$ cat src/rtl/cpu_clk_ctrl.sv
// Run/step/halt clock-enable controller for the CPU system top.
// Turns debounced board buttons and the CPU halt flag into a one-cycle clk_en pulse,
// paced in RUN by a programmable divider, driven by single-step presses in PAUSE, and
// held off for good in HALT until the next reset.
module cpu_clk_ctrl #(
  parameter int unsigned DIV_W      = 24,
  parameter int unsigned DEB_CYCLES = 120000,
  parameter bit          START_RUN  = 1'b1
) (
  input  logic             clk,
  input  logic             reset_n_i,
  input  logic             run_btn_i,
  input  logic             step_btn_i,
  input  logic [DIV_W-1:0] div_i,
  input  logic             halt_i,
  output logic             clk_en_o,
  output logic             run_o,
  output logic             halted_o,
  output logic             beat_o
);

  // Debounce counter only needs to reach DEB_CYCLES-1; keep at least one bit.
  localparam int unsigned DEB_W = (DEB_CYCLES > 1) ? $clog2(DEB_CYCLES) : 1;
  localparam logic [DEB_W-1:0] DEB_LAST = DEB_W'(DEB_CYCLES - 1);

  typedef enum logic [1:0] {StRun, StPause, StHalt} state_e;

  state_e           state_q;
  logic [DIV_W-1:0] div_cnt_q;
  logic             tick;
  logic [1:0]       btn_raw;
  logic [1:0]       press;
  logic             run_press;
  logic             step_press;

  // Index 0 is run/pause, index 1 is single-step.
  assign btn_raw    = {step_btn_i, run_btn_i};
  assign run_press  = press[0];
  assign step_press = press[1];

  // ---------------------------------------------------------------------------
  // Button conditioning: 2-FF synchronizer, level debouncer, rising-edge press.
  // ---------------------------------------------------------------------------
  for (genvar gi = 0; gi < 2; gi++) begin : g_btn
    logic             sync1_q;
    logic             sync2_q;
    logic             deb_q;
    logic             press_q;
    logic [DEB_W-1:0] cnt_q;

    // Synchronize the raw pin, then accept a new level only after it has been
    // stable for DEB_CYCLES consecutive cycles; flag a press on an accepted rise.
    always_ff @(posedge clk) begin
      if (!reset_n_i) begin
        sync1_q <= 1'b0;
        sync2_q <= 1'b0;
        deb_q   <= 1'b0;
        press_q <= 1'b0;
        cnt_q   <= '0;
      end else begin
        sync1_q <= btn_raw[gi];
        sync2_q <= sync1_q;
        press_q <= 1'b0;
        if (sync2_q == deb_q) begin
          cnt_q <= '0;
        end else if (cnt_q == DEB_LAST) begin
          deb_q   <= sync2_q;
          press_q <= sync2_q;
          cnt_q   <= '0;
        end else begin
          cnt_q <= cnt_q + DEB_W'(1);
        end
      end
    end

    assign press[gi] = press_q;
  end

  // ---------------------------------------------------------------------------
  // Run-rate divider.
  // ---------------------------------------------------------------------------

  // Using >= rather than == means lowering div_i below the current count wraps
  // on the very next cycle instead of running round the whole counter range.
  assign tick = (div_cnt_q >= div_i);

  // Count only while RUN is being kept; any exit (or staying out) parks it at 0 so
  // that RUN entry always starts a fresh div_i+1 period.
  always_ff @(posedge clk) begin
    if (!reset_n_i) begin
      div_cnt_q <= '0;
    end else if (state_q == StRun && !halt_i && !run_press) begin
      div_cnt_q <= tick ? '0 : div_cnt_q + DIV_W'(1);
    end else begin
      div_cnt_q <= '0;
    end
  end

  // ---------------------------------------------------------------------------
  // Control FSM with registered outputs. Priority: halt > run press > step press.
  // ---------------------------------------------------------------------------

  // State and all outputs update together so run_o/halted_o always match the state.
  always_ff @(posedge clk) begin
    if (!reset_n_i) begin
      state_q  <= START_RUN ? StRun : StPause;
      clk_en_o <= 1'b0;
      run_o    <= START_RUN;
      halted_o <= 1'b0;
      beat_o   <= 1'b0;
    end else begin
      clk_en_o <= 1'b0;
      // Heartbeat follows the pulse by one cycle.
      beat_o   <= beat_o ^ clk_en_o;
      unique case (state_q)
        StRun: begin
          if (halt_i) begin
            state_q  <= StHalt;
            run_o    <= 1'b0;
            halted_o <= 1'b1;
          end else if (run_press) begin
            state_q <= StPause;
            run_o   <= 1'b0;
          end else begin
            // Step presses are deliberately dropped here, not queued.
            clk_en_o <= tick;
          end
        end
        StPause: begin
          if (halt_i) begin
            state_q  <= StHalt;
            halted_o <= 1'b1;
          end else if (run_press) begin
            // A coincident step press is swallowed by the transition.
            state_q <= StRun;
            run_o   <= 1'b1;
          end else if (step_press) begin
            clk_en_o <= 1'b1;
          end
        end
        StHalt: begin
          // Sticky until reset; buttons have no effect.
          halted_o <= 1'b1;
        end
        default: begin
          state_q  <= StPause;
          run_o    <= 1'b0;
          halted_o <= 1'b0;
        end
      endcase
    end
  end

endmodule

$ cat config.mk
export PLATFORM = sky130hd
export DESIGN_NAME = cpu_clk_ctrl
export DESIGN_NICKNAME = d
export VERILOG_FILES = /design/src/rtl/cpu_clk_ctrl.sv
export SDC_FILE = /design/constraint.sdc
export NUM_CORES = 1
export LEC_CHECK = 0
export BUFFER_PORTS_ARGS = -buffer_cell sky130_fd_sc_hd__buf_2
export CELL_PAD_IN_SITES_DETAIL_PLACEMENT = 1
export CELL_PAD_IN_SITES_GLOBAL_PLACEMENT = 2
export CORE_MARGIN = 2
export CORE_UTILIZATION = 37
export CTS_CLUSTER_DIAMETER = 200
export DETAILED_ROUTE_END_ITERATION = 8
export GPL_TIMING_DRIVEN = 0
export HOLD_SLACK_MARGIN = 0.08
export PLACE_DENSITY = 0.78
export RECOVER_POWER = 100
export SLEW_MARGIN = 20
export SYNTH_ARGS = -nofsm -noshare
export SYNTH_HDL_FRONTEND = slang
export SYNTH_SLANG_ARGS = --single-unit
$ cat constraint.sdc
create_clock -name clk -period 2.1 [get_ports clk]
set_input_delay 0.42 -clock clk [delete_from_list [all_inputs] [get_ports clk]]
set_output_delay 0.42 -clock clk [all_outputs]
set_load 0.01 [all_outputs]
==> impl_results.md <==
- Outcome: finished, final reports clean
- # diodes: 0
- Antenna-violating nets left: 0
- Io pins: 33
- All-Layer GR Usage: 15.0%
- Final Core Density: 43.7%
- Min-delay worst type: input port to register
- CTS root buffer: clkbuf_8
- Power Dens Cells: 568 nW/um2
- Most frequent cells in the layout: 66 x dfxtp_1, 47 x nor2_1, 34 x xor2_1, 34 x nand2_1, 33 x inv_1
- TritonCTS buffer count: 9
- Clock-pin transition on the worst setup and hold timing paths: 70 ps
- Synthesis-to-layout area growth: 14.0%
- Seq/Total Area, Yosys: 38.3%
- DRT Pass-1 Iters: 4
- Minimum clock period: 2010 ps
- Num Clock Sinks: 72
- CP Data Required Time: 2350 ps
- Ys async rst share: 0%
- Gpl congestion: 0.737
- Largest net degree at the start of global routing: 11
- P_leak: 0.00168 uW
- # rows: 36
- Total wire length: 7610 um
- Final Cell Area: 4290 um2
- Placeable Area: 9820 um2
- Commonest register cell after synthesis: dfxtp_1
- Synth warn: 0
- Worst EP arrival: 2250 ps
- H-tree lvl count: 3
- Crit Path Category: register to register
- Worst skew pair latency: 340 ps
- Number of antenna violations at the first check in global routing: 0
- Final setup violation count: 0
- 1st-iter DRT viols: 54
- Global-route wire length before repair: 13400 um
- Wire per inst: 12.7 um
- Die Wd: 105 um
- Die area: 11000 um2
- Fin. max-slew vios: 0
- Vias per inst: 4.84
- Yosys reg bits: 72
- Mapped Nets: 473
- Crit share post-route: 95.6%
- Post-Synthesis Cells: 417
- Distinct cells, synth: 43
- Final nets: 518
- FMAX: 498 MHz
- Slew HR: 50.9%
- Cts hold-fix bufs: 0
- Fill count: 1194
- Hold Slack: 296 ps
- Number of global-route vias before repair: 2999
- Critical Path Fanout Max: 10
- Final Hold Fails: 0
- Worst slew pin tran: 730 ps
- Worst Setup Start Kind: register
- TritonCTS clock tree: done
- Clock Path Buffers: 2
- Input/output buffers: 31
- Commonest non-fill, non-tap cell in the layout: dfxtp_1
- Clk_skew: 13.0 ps
- Maximum vdd drop: 0.248 mV
- Vias: 2897
- Max Cap Viol: 0
- Starting Density: 38.3%
- Post-Syn Area: 3760 um2
- Number of enable flip-flop cells after synthesis: 0
- Syn avg cell area: 9.01 um2
- DP Area: 4080 um2
- Dpl hpwl: 5710 um
- Worst setup EP type: register
- Congestion Overflow GR: 0
- DRC Markers: 0
- Share of layout cells above drive strength 1: 17.4%
- Die Ht: 105 um
[synthesized netlist by cell type, types with 5 or more instances]
cell type / count / area (um2)
a21oi_1: 10 / 50.1
and2_1: 8 / 50.1
and3_1: 6 / 37.5
clkbuf_1: 5 / 18.8
dfxtp_1: 72 / 1440
ha_1: 27 / 338
inv_1: 33 / 124
nand2_1: 34 / 128
nand3_1: 22 / 110
nand4_1: 14 / 87.6
nor2_1: 47 / 176
nor3_1: 14 / 70.1
nor3_2: 20 / 200
o21ai_0: 7 / 35.0
xnor2_1: 20 / 175
xor2_1: 34 / 298
[cell families after synthesis]
logic type | Yosys count | synth area share [%]
buffers and inverters | 43 | 4.86
multiplexers | 2 | 0.533
adder cells (fa/ha/maj) | 27 | 8.99
AND/OR/NAND/NOR | 189 | 28.6
XOR/XNOR | 54 | 12.6
flip-flops | 72 | 38.3
AO/OA/AOI/OAI | 30 | 6.06
[state kept, by name, summed over array words and instances, names as in the netlist, 2 cells and up]
| register | flops |
|---|---|
| g_btn.sync1_q | 2 |
| g_btn.cnt_q | 34 |
| g_btn.deb_q | 2 |
| state_q | 2 |
| div_cnt_q | 24 |
| g_btn.press_q | 2 |
| g_btn.sync2_q | 2 |
[per-layer routing]
layer | GRT usage, % | vias up | wire, um
met3 | 3.43 | 7 | 209
li1 | - | 1505 | -
met5 | 0 | - | 0
met2 | 25.4 | 29 | 3600
met4 | 4.95 | 0 | 95
met1 | 18.8 | 1356 | 3710
[final timing paths]
path,cells after the start,slack [ps],to,from
setup / recovery,8,90,div_cnt_q[17]$_SDFF_PP0_,div_cnt_q[21]$_SDFF_PP0_
hold reg to reg,1,440,g_btn[1].sync2_q$_SDFF_PN0_,g_btn[1].sync1_q$_SDFF_PN0_
hold / removal,2,300,g_btn[0].sync1_q$_SDFF_PN0_,run_btn_i
setup reg to reg,8,90,div_cnt_q[17]$_SDFF_PP0_,div_cnt_q[21]$_SDFF_PP0_
[critical path, stage by stage, from the launching register on]
cell     delay [ps]
dfxtp_2         350
ha_1            300
nand4_1          80
buf_4           150
nor3_2           50
a22o_1          240
a311o_4         410
buf_6           160
nor3_1          180
[power by group]
part	switching, uW	internal [uW]	leakage (uW)
logic	70.8	60.1	0.00101
clock network	469	448	0.0000794
registers	8.57	1380	0.000585
[final cells by class]
cell class                      instances  area (um2)  area share, %
Multi-Input combinational cell        302        2160           50.5
Inverter                               33         124           2.89
Sequential cell                        72        1450           33.8
Buffer                                 10        58.8           1.37
Timing Repair Buffer                   34         170           3.97
Clock inverter                          1        5.00          0.117
Clock buffer                           13         149           3.47
Tap cell                              133         166           3.88
[through the flow]
step	power (uW)	std cells	TNS, ps	worst slack, ps
finish	2430	598	0	93.0
global route	2570	598	-19.3	-7.37
CTS	2480	597	-1.78	-1.55
detailed placement	1540	581	-6880	-324
global placement	1540	581	-5820	-273
floorplan	1490	417	0	120
[repair_timing]
action | in CTS | in global routing
setup buffers | 2 | 1
pin swaps | 3 | 5
resized for setup | 5 | 12
endpoints found under the hold margin | 0 | 0
setup endpoints to repair | 20 | 32
No activity file was read; power rests on OpenSTA's default activity.
